File: src/rtl/uart_pkg.sv
// ----------------------------------------------------------------------------
// uart_pkg
// Shared definitions for the configurable UART transmitter:
//   - parity mode encodings (PAR_NONE / PAR_ODD / PAR_EVEN)
//   - transmitter FSM state type
//   - helpers deriving the baud divider and its counter width
// No ports (package).
// ----------------------------------------------------------------------------
package uart_pkg;

  localparam int PAR_NONE = 0;
  localparam int PAR_ODD  = 1;
  localparam int PAR_EVEN = 2;

  typedef enum logic [2:0] {
    IDLE  = 3'd0,
    START = 3'd1,
    DATA  = 3'd2,
    PAR   = 3'd3,
    STOP  = 3'd4
  } tx_state_t;

  // Clock cycles per bit (integer division).
  function automatic int baud_cnt_max(input int clk_freq, input int bps);
    return clk_freq / bps;
  endfunction

  // Counter width; a divider of 1 would give a zero-width counter, so clamp to 1.
  function automatic int baud_cnt_width(input int cnt_max);
    return (cnt_max < 2) ? 1 : $clog2(cnt_max);
  endfunction

endpackage

File: src/rtl/uart_tx_fifo.sv
// ----------------------------------------------------------------------------
// uart_tx_fifo
// Generic synchronous show-ahead FIFO (pop_data is valid whenever !empty).
// Push while full is honoured only together with a pop; pop while empty is
// ignored.
// Parameters: WIDTH (word width), DEPTH (entries, power of two >= 2).
// Ports:
//   clk        in   clock
//   rst        in   synchronous reset, active high
//   push       in   write push_data
//   push_data  in   WIDTH
//   pop        in   discard head entry
//   pop_data   out  WIDTH, head entry
//   full       out  DEPTH entries stored
//   empty      out  no entries stored
// ----------------------------------------------------------------------------
module uart_tx_fifo #(
  parameter int WIDTH = 8,
  parameter int DEPTH = 16
) (
  input  logic             clk,
  input  logic             rst,
  input  logic             push,
  input  logic [WIDTH-1:0] push_data,
  input  logic             pop,
  output logic [WIDTH-1:0] pop_data,
  output logic             full,
  output logic             empty
);

  localparam int AW    = $clog2(DEPTH);
  localparam int CNT_W = AW + 1;

  logic [WIDTH-1:0] mem [DEPTH];
  logic [AW-1:0]    wr_ptr;
  logic [AW-1:0]    rd_ptr;
  logic [CNT_W-1:0] count;
  logic             do_push;
  logic             do_pop;

  assign full     = (count == CNT_W'(DEPTH));
  assign empty    = (count == '0);
  assign do_pop   = pop && !empty;
  // A pop in the same cycle frees the slot, so a push into a full FIFO is fine.
  assign do_push  = push && (!full || pop);
  assign pop_data = mem[rd_ptr];

  always_ff @(posedge clk) begin
    if (do_push) mem[wr_ptr] <= push_data;
  end

  always_ff @(posedge clk) begin
    if (rst) begin
      wr_ptr <= '0;
      rd_ptr <= '0;
      count  <= '0;
    end else begin
      if (do_push) wr_ptr <= wr_ptr + 1'b1;
      if (do_pop)  rd_ptr <= rd_ptr + 1'b1;
      case ({do_push, do_pop})
        2'b10:   count <= count + 1'b1;
        2'b01:   count <= count - 1'b1;
        default: ;
      endcase
    end
  end

endmodule

File: src/rtl/uart_tx_cfg.sv
// ----------------------------------------------------------------------------
// uart_tx_cfg
// Configurable RS232 transmitter: DATA_BITS data bits (LSB first), optional
// odd/even parity, 1 or 2 stop bits. Words are accepted on pi_flag && pi_ready
// and buffered so frames can run back to back without an idle cycle.
// Build option: define UART_TX_FIFO_EN to replace the one-entry holding
// register with a FIFO_DEPTH-entry FIFO.
// Ports:
//   sys_clk    in   system clock
//   sys_rst_n  in   synchronous reset, active HIGH (1 = reset)
//   pi_data    in   DATA_BITS, word to send
//   pi_flag    in   word valid
//   pi_ready   out  a word can be accepted this cycle
//   tx         out  serial line (registered, idle high)
//   tx_busy    out  FSM not idle or a word is buffered
//
// FSM states (tx lags the state by one cycle because it is registered):
//   state | meaning
//   IDLE  | line high, waiting for a buffered word
//   START | start bit (0), one bit time
//   DATA  | DATA_BITS data bits, LSB first
//   PAR   | parity bit, only when PARITY != PAR_NONE
//   STOP  | STOP_BITS stop bits (1); chains straight into START if a word waits
// ----------------------------------------------------------------------------
module uart_tx_cfg
  import uart_pkg::*;
#(
  parameter int UART_BPS   = 9600,
  parameter int CLK_FREQ   = 50_000_000,
  parameter int DATA_BITS  = 8,
  parameter int PARITY     = 0,
  parameter int STOP_BITS  = 1,
  parameter int FIFO_DEPTH = 16
) (
  input  logic                 sys_clk,
  input  logic                 sys_rst_n,
  input  logic [DATA_BITS-1:0] pi_data,
  input  logic                 pi_flag,
  output logic                 pi_ready,
  output logic                 tx,
  output logic                 tx_busy
);

  localparam int BAUD_CNT_MAX = baud_cnt_max(CLK_FREQ, UART_BPS);
  localparam int CW           = baud_cnt_width(BAUD_CNT_MAX);
  localparam logic [CW-1:0] BAUD_LAST = CW'(BAUD_CNT_MAX - 1);
  localparam logic [3:0]    DATA_LAST = 4'(DATA_BITS - 1);
  localparam logic [3:0]    STOP_LAST = 4'(STOP_BITS - 1);

  if (DATA_BITS < 5 || DATA_BITS > 9 || PARITY < 0 || PARITY > 2 ||
      STOP_BITS < 1 || STOP_BITS > 2 || BAUD_CNT_MAX < 1 ||
      FIFO_DEPTH < 2 || (FIFO_DEPTH & (FIFO_DEPTH - 1)) != 0) begin : g_bad_cfg
    $error("uart_tx_cfg: illegal parameter combination");
  end

  tx_state_t            state;
  tx_state_t            state_nxt;
  logic [CW-1:0]        baud_cnt;
  logic                 baud_end;
  logic [3:0]           bit_idx;
  logic [DATA_BITS-1:0] shreg;
  logic                 par_bit;
  logic                 tx_nxt;

  logic                 accept;
  logic                 load;
  logic                 buf_valid;
  logic [DATA_BITS-1:0] buf_data;

  assign accept = pi_flag && pi_ready;

`ifdef UART_TX_FIFO_EN
  logic fifo_full;
  logic fifo_empty;

  uart_tx_fifo #(
    .WIDTH (DATA_BITS),
    .DEPTH (FIFO_DEPTH)
  ) u_fifo (
    .clk       (sys_clk),
    .rst       (sys_rst_n),
    .push      (accept),
    .push_data (pi_data),
    .pop       (load),
    .pop_data  (buf_data),
    .full      (fifo_full),
    .empty     (fifo_empty)
  );

  assign pi_ready  = ~fifo_full;
  assign buf_valid = ~fifo_empty;
`else
  logic                 hold_valid;
  logic [DATA_BITS-1:0] hold_data;

  // accept needs an empty register and load needs a full one, so they never
  // coincide; the expression still refills correctly if they did.
  always_ff @(posedge sys_clk) begin
    if (sys_rst_n) begin
      hold_valid <= 1'b0;
      hold_data  <= '0;
    end else begin
      hold_valid <= accept || (hold_valid && !load);
      if (accept) hold_data <= pi_data;
    end
  end

  assign pi_ready  = ~hold_valid;
  assign buf_valid = hold_valid;
  assign buf_data  = hold_data;
`endif

  assign baud_end = (baud_cnt == BAUD_LAST);
  assign tx_busy  = (state != IDLE) || buf_valid;

  always_comb begin
    state_nxt = state;
    load      = 1'b0;
    tx_nxt    = 1'b1;
    case (state)
      IDLE: begin
        if (buf_valid) begin
          state_nxt = START;
          load      = 1'b1;
        end
      end
      START: begin
        tx_nxt = 1'b0;
        if (baud_end) state_nxt = DATA;
      end
      DATA: begin
        tx_nxt = shreg[0];
        if (baud_end && bit_idx == DATA_LAST)
          state_nxt = (PARITY != PAR_NONE) ? PAR : STOP;
      end
      PAR: begin
        tx_nxt = par_bit;
        if (baud_end) state_nxt = STOP;
      end
      STOP: begin
        tx_nxt = 1'b1;
        if (baud_end && bit_idx == STOP_LAST) begin
          if (buf_valid) begin
            state_nxt = START;
            load      = 1'b1;
          end else begin
            state_nxt = IDLE;
          end
        end
      end
      default: state_nxt = IDLE;
    endcase
  end

  always_ff @(posedge sys_clk) begin
    if (sys_rst_n) begin
      state    <= IDLE;
      baud_cnt <= '0;
      bit_idx  <= '0;
      shreg    <= '0;
      par_bit  <= 1'b0;
      tx       <= 1'b1;
    end else begin
      state <= state_nxt;
      tx    <= tx_nxt;

      if (state == IDLE || baud_end) baud_cnt <= '0;
      else                           baud_cnt <= baud_cnt + 1'b1;

      // bit_idx counts bits within DATA and STOP, restarting on every state change.
      if (state_nxt != state) bit_idx <= '0;
      else if (baud_end)      bit_idx <= bit_idx + 1'b1;

      if (load) begin
        shreg   <= buf_data;
        par_bit <= (PARITY == PAR_EVEN) ? ^buf_data : ~^buf_data;
      end else if (state == DATA && baud_end) begin
        shreg <= {1'b0, shreg[DATA_BITS-1:1]};
      end
    end
  end

endmodule

File: config.mk
export PLATFORM = sky130hd
export DESIGN_NAME = uart_tx_cfg
export DESIGN_NICKNAME = d
export VERILOG_FILES = /design/src/rtl/uart_pkg.sv /design/src/rtl/uart_tx_fifo.sv /design/src/rtl/uart_tx_cfg.sv
export SDC_FILE = /design/constraint.sdc
export NUM_CORES = 1
export LEC_CHECK = 0
export CAP_MARGIN = 5
export CORE_ASPECT_RATIO = 1.4
export CORE_MARGIN = 1
export CORE_UTILIZATION = 45
export CTS_BUF_LIST = sky130_fd_sc_hd__clkbuf_8
export DETAILED_ROUTE_END_ITERATION = 6
export GPL_ROUTABILITY_DRIVEN = 0
export SYNTH_ARGS = -nofsm -noshare
export SYNTH_HDL_FRONTEND = slang
export SYNTH_SLANG_ARGS = --single-unit
File: constraint.sdc
create_clock -name sys_clk -period 1.9 [get_ports sys_clk]
set_input_delay 0.57 -clock sys_clk [delete_from_list [all_inputs] [get_ports sys_clk]]
set_output_delay 0.57 -clock sys_clk [all_outputs]
set_load 0.01 [all_outputs]
# --- Word level (Yosys, flattened, before mapping) ---
# Index checks and enable logic that the tools add are counted.
op_classes:
  add_sub_neg: 2
  n_eq_ne: 7
  n_mux: 13
  bitwise: 1
  reduce_logical: 16
op_table:
  columns: ["op", "count"]
  rows:
  - ["8-bit 2-to-1 mux", 2]
  - ["3-bit 2-to-1 mux", 5]
  - ["3-bit one-hot mux with 5 select lines", 1]
  - ["13-bit by 1-bit adder with 13-bit output, second input constant", 1]
  - ["13-bit == test, second input constant", 1]
  - ["8-bit XNOR reduction", 1]
  - ["3-bit by 2-bit == test with 1-bit output, second input constant", 2]
  - ["1-bit logical AND", 5]
  - ["4-bit by 1-bit adder with 4-bit output, second input constant", 1]
  - ["4-bit by 3-bit == test with 1-bit output, second input constant", 1]
  - ["4-bit zero test", 1]
  - ["2-bit OR reduction", 2]
  - ["3-bit by 1-bit == test with 1-bit output, second input constant", 1]
  - ["3-bit == test, second input constant", 1]
  - ["3-bit zero test", 1]
  - ["1-bit logical OR", 3]
  - ["1-bit 2-to-1 mux", 3]
  - ["3-bit inequality test", 1]
  - ["1-bit one-hot mux with 3 select lines", 1]
  - ["3-bit nonzero test", 1]
  - ["1-bit one-hot mux with 2 select lines", 1]
  - ["2-bit nonzero test", 1]
  - ["1-bit zero test", 1]
  - ["1-bit inverter", 1]
word_totals:
  register_bits: 39
  output_inout_bits: 3

# --- Depth between registers and ports, before layout ---
depth:
  ltp_word: 7
  depth_mapped: 8
  mapped_depth_nobuf: 7

# --- Worst setup path before layout ---
# Ideal clock, no wire load.
synth_timing:
  path_type: "reg2reg"
  from: "reg baud_cnt[0]"
  to: "reg baud_cnt[10]"
  setup_time_ps: 64
  arrival_time_ps: 1625
  path_slack_ps: 212
  path_stages_with_launch: 8
  cell_sequence: "dfxtp_1 > ha_1 > and4bb_1 > and3_1 > buf_6 > or3_4 > buf_6 > nor2_1"
synth_via:
  elab_chain_cells: 3
  elab_cells_between_ends: 4
  cone_classes: "add/sub (1); eq/ne (1); reduce/logical (2)"
synth_lines:
  columns: ["element", "line", "rtl"]
  rows:
  - ["from (decl)", "uart_tx_cfg.sv:58", "logic [CW-1:0] baud_cnt;"]
  - ["from (signal assigned)", "uart_tx_cfg.sv:168", "else baud_cnt <= baud_cnt + 1'b1;"]
  - ["parallel branches: the longest is 3 deep, another holds 13-bit by 1-bit adder with 13-bit output", null, null]
# Parallel ways; which one is timed is not known.
# A chain may end at the register's enable or synchronous reset.

# --- Worst setup path after layout ---
layout_timing:
  from: "reg hold_valid (netlist: buf_valid)"
  to: "out pi_ready"
layout_via:
  elab_chain_cells: 1
layout_lines:
  columns: ["element", "line", "rtl"]
  rows:
  - ["from (decl)", "uart_tx_cfg.sv:93", "logic hold_valid;"]
  - ["from (signal assigned)", "uart_tx_cfg.sv:103", "hold_valid <= accept || (hold_valid && !load);"]
  - ["1-bit inverter", "uart_tx_cfg.sv:108", "assign pi_ready = ~hold_valid;"]
  - ["to (decl)", "uart_tx_cfg.sv:39", "output logic pi_ready,"]
# Every way passes these cells.

==> results.cfg <==
[outcome]
outcome = finished clean

[drt]
routed_wire_length_um = 3484
post_route_antenna_net_violation_count = 0
first_iter_violations = 33
avgViaCountPerCell = 5.310
wire_per_inst_um = 13.00
dr.pass1.iters = 6
remaining_drc_errors = 0
vias = 1423

[timing]
post-route-period-util = 0.9469
worst-slew-pin-transition_ns = 0.2815
timing.clock.skew_ns = 0.005045
worst_setup_margin_ns = 0.1009
slew_limit_fails = 0
final.setup.tns_ns = 0
highest_attainable_clock_frequency_mhz = 555.8
post-route-min-period_ns = 1.799
timing.final.setup_violations = 0
rsz0062_at_grt = no
max_slew_margin = 0.8123
timing_hold_violations_final = 0

[grt]
total_routing_resource_utilization_after_global_routing = 0.1795
grt_max_degree = 19
gr-usage-met1 = 0.1942
grt_use_met3 = 0.05500
grt_pass1_vias = 1444
overflow = 0
grt_first_pass_wirelength_um = 6147
grtUsageMet2 = 0.3253
grt_most_used_layer = met2
antenna_found_initial = 0

[power]
max-vdd-ir-drop_mv = 0.5812
total_leakage_power_nw = 0.8080
pwr_density_cell_nw_per_um2 = 757.5
pwr-share-clk = 0.344
combinationalPowerShare = 0.122
share_seq_of_total_power = 0.534
power.net_switching_uw = 382.5
sw_frac_of_total = 0.2364
power.internal_mw = 1.235

[synthesis]
synth_ff_type = dfxtp_1
ys_async_rst_share = 0
synth.net_count = 214
synth_enable_flop_cells = 0
seq_area_frac_synth = 0.4259
synth_seq_cells = 39
synth.cell_area_um2 = 1833
synthCells = 200
yosys.cell_types.count = 43
post_synthesis_mean_instance_area_um2 = 9.165
ys.warnings.count = 0

[cts]
post-cts-setup-buffer-count = 0
cts.sinks = 39
worstSkewPairLatency_ns = 0.29
postCtsHoldBufs = 0
numCtsBuffers = 5
cts_tree = built
cts-root-to-sink-buffers = 2
clk_pin_slew_ns = 0.07
cts-root-buf = clkbuf_8
h_tree_depth = 2

[setup_path]
setup.worst_path.start_class = flip-flop
critical_path.max_stage_delay_ns = 0.54
critical_path_buf_inv_count = 2
data_arrival_time_of_the_worst_path_ns = 1.23
setup.reg_to_reg.worst_slack_ns = 0.14
critical_path.slowest_cell = clkdlybuf4s50_1
critical-path-top-delay-family = buffers and inverters
worst_setup_path_end_kind = output port
cp.required_ns = 1.33
worstSetupPathType = reg2out
crit_path_cell_trace = inv_1 -> clkdlybuf4s50_1
crit_path_max_fanout = 2

[floorplanning]
core.rowCount = 27
die_y_extent_um = 77.52
die-area_um2 = 4336
die_width_um = 55.94
starting_utilization_of_the_core_area = 0.4678
num_io_pins = 14
coreArea_um2 = 3919

[placed_design]
placed_cells_incl_taps = 261
buffer_ports.inserted = 13
detailed_place_hpwl_um = 2588
placement.setup.worst_slack_ns = 0.08437
dpl_cell_area_um2 = 2044

[final_layout]
finish.utilization = 0.5450
final_area_um2 = 2136
syn2layout_area_growth_pct = 16.52
fin_cells = 268
fin_nets = 239
antenna_cells_inserted = 0
final_layout_size_suffix_gt1_frac = 0.1422

[flow_run]
max_cap_viol_count = 0

[hold_path]
worst_hold_check_path_type = reg2reg
[final timing paths]
check / start / to / cells after the start
min reg2reg: baud_cnt[0] / baud_cnt[0] / 1
min: baud_cnt[0] / baud_cnt[0] / 1
max reg2reg: baud_cnt[0] / bit_idx[1] / 6
max: buf_valid / pi_ready / 2
[cells in the mapped netlist (2+ instances only)]
| library cell | n | area, um2 |
|---|---|---|
| a211oi_1 | 2 | 15.01 |
| a21boi_1 | 2 | 15.01 |
| a21oi_1 | 10 | 50.05 |
| a22oi_1 | 6 | 45.04 |
| and2_1 | 4 | 25.02 |
| and3_1 | 2 | 12.51 |
| and3_2 | 3 | 22.52 |
| and4_1 | 2 | 17.52 |
| and4bb_1 | 2 | 25.02 |
| buf_6 | 3 | 33.78 |
| clkbuf_1 | 3 | 11.26 |
| clkbuf_8 | 2 | 27.53 |
| dfxtp_1 | 39 | 780.8 |
| ha_1 | 3 | 37.54 |
| inv_1 | 7 | 26.28 |
| mux2i_1 | 9 | 90.09 |
| nand2_1 | 18 | 67.56 |
| nand3_1 | 7 | 35.03 |
| nand4_1 | 2 | 12.51 |
| nor2_1 | 27 | 101.4 |
| nor2b_1 | 2 | 12.51 |
| nor3_1 | 3 | 15.01 |
| nor3b_1 | 3 | 22.52 |
| xnor2_1 | 13 | 113.9 |
| xor2_1 | 8 | 70.07 |
[per-layer routing]
layer	routed length, um	vias up
li1	-	731
met1	1509	670
met2	1806	16
met3	104	6
met4	63	0
met5	0	-
[cells in the final DEF, fill, tap and decap left out, types with 3 or more instances in the layout]
cell type | synthesis | routed
and2_1 | 4 | 4
clkbuf_8 | 2 | 6
a22oi_1 | 6 | 6
nor2_1 | 27 | 27
buf_4 | 1 | 15
xnor2_1 | 13 | 13
nand2_1 | 18 | 18
dfxtp_1 | 39 | 39
and3_2 | 3 | 3
ha_1 | 3 | 3
xor2_1 | 8 | 8
nor3b_1 | 3 | 3
clkdlybuf4s50_1 | 0 | 12
a21oi_1 | 10 | 10
nand3_1 | 7 | 7
inv_1 | 7 | 7
mux2i_1 | 9 | 9
[flip-flops by register name, summed over array words and instances, names as in the netlist]
register	count
baud_cnt	13
buf_data	8
shreg	8
bit_idx	4
state	3
buf_valid	1
par_bit	1
tx	1
[cell type report]
type                       instances  area, um2
tap                               43      53.80
sequential                        39      780.7
fill                             397       1783
timing repair buffer              28      241.5
inverter                           7      26.28
clock inverter                     1      5.005
multi-input combinational        144      945.9
clock buffer                       6      82.58
[power by group through the flow]
| stage | Sequential [mW] | Combinational (mW) | Clock, mW |
|---|---|---|---|
| 3_3_place_gp | 0.882 | 0.197 | 0 |
| 2_1_floorplan | 0.880 | 0.130 | 0 |
| 3_5_place_dp | 0.883 | 0.200 | 0 |
| 6_report | 0.864 | 0.197 | 0.557 |
| 4_1_cts | 0.864 | 0.200 | 0.581 |
| 5_1_grt | 0.868 | 0.219 | 0.604 |
[through the flow]
stage / hold slack [ns] / power (mW)
final: 0.4409 / 1.618
after global routing: 0.4794 / 1.690
after CTS: 0.4480 / 1.644
after detailed placement: 0.4340 / 1.083
after global placement: 0.4212 / 1.079
after floorplan: 0.4112 / 1.009
[cells by family (layout without fill, tap and decap cells)]
| kind of cell | count (synthesis) | count (layout) | share of synthesized area |
|---|---|---|---|
| AND/OR/NAND/NOR | 81 | 81 | 0.2321 |
| buffers and inverters | 17 | 42 | 0.06075 |
| multiplexers | 9 | 9 | 0.04915 |
| XOR/XNOR | 21 | 21 | 0.1003 |
| flip-flops | 39 | 39 | 0.4259 |
| AO/OA/AOI/OAI | 30 | 30 | 0.1113 |
| adder cells (fa/ha/maj) | 3 | 3 | 0.02048 |
[timing repair]
action | 4_1_cts | 5_1_grt
hold endpoints to repair | 0 | 0
pin swaps | 0 | 1
gates resized for setup | 2 | 0
setup endpoints to repair | 1 | 2
Power figures use the tool's default switching activity.
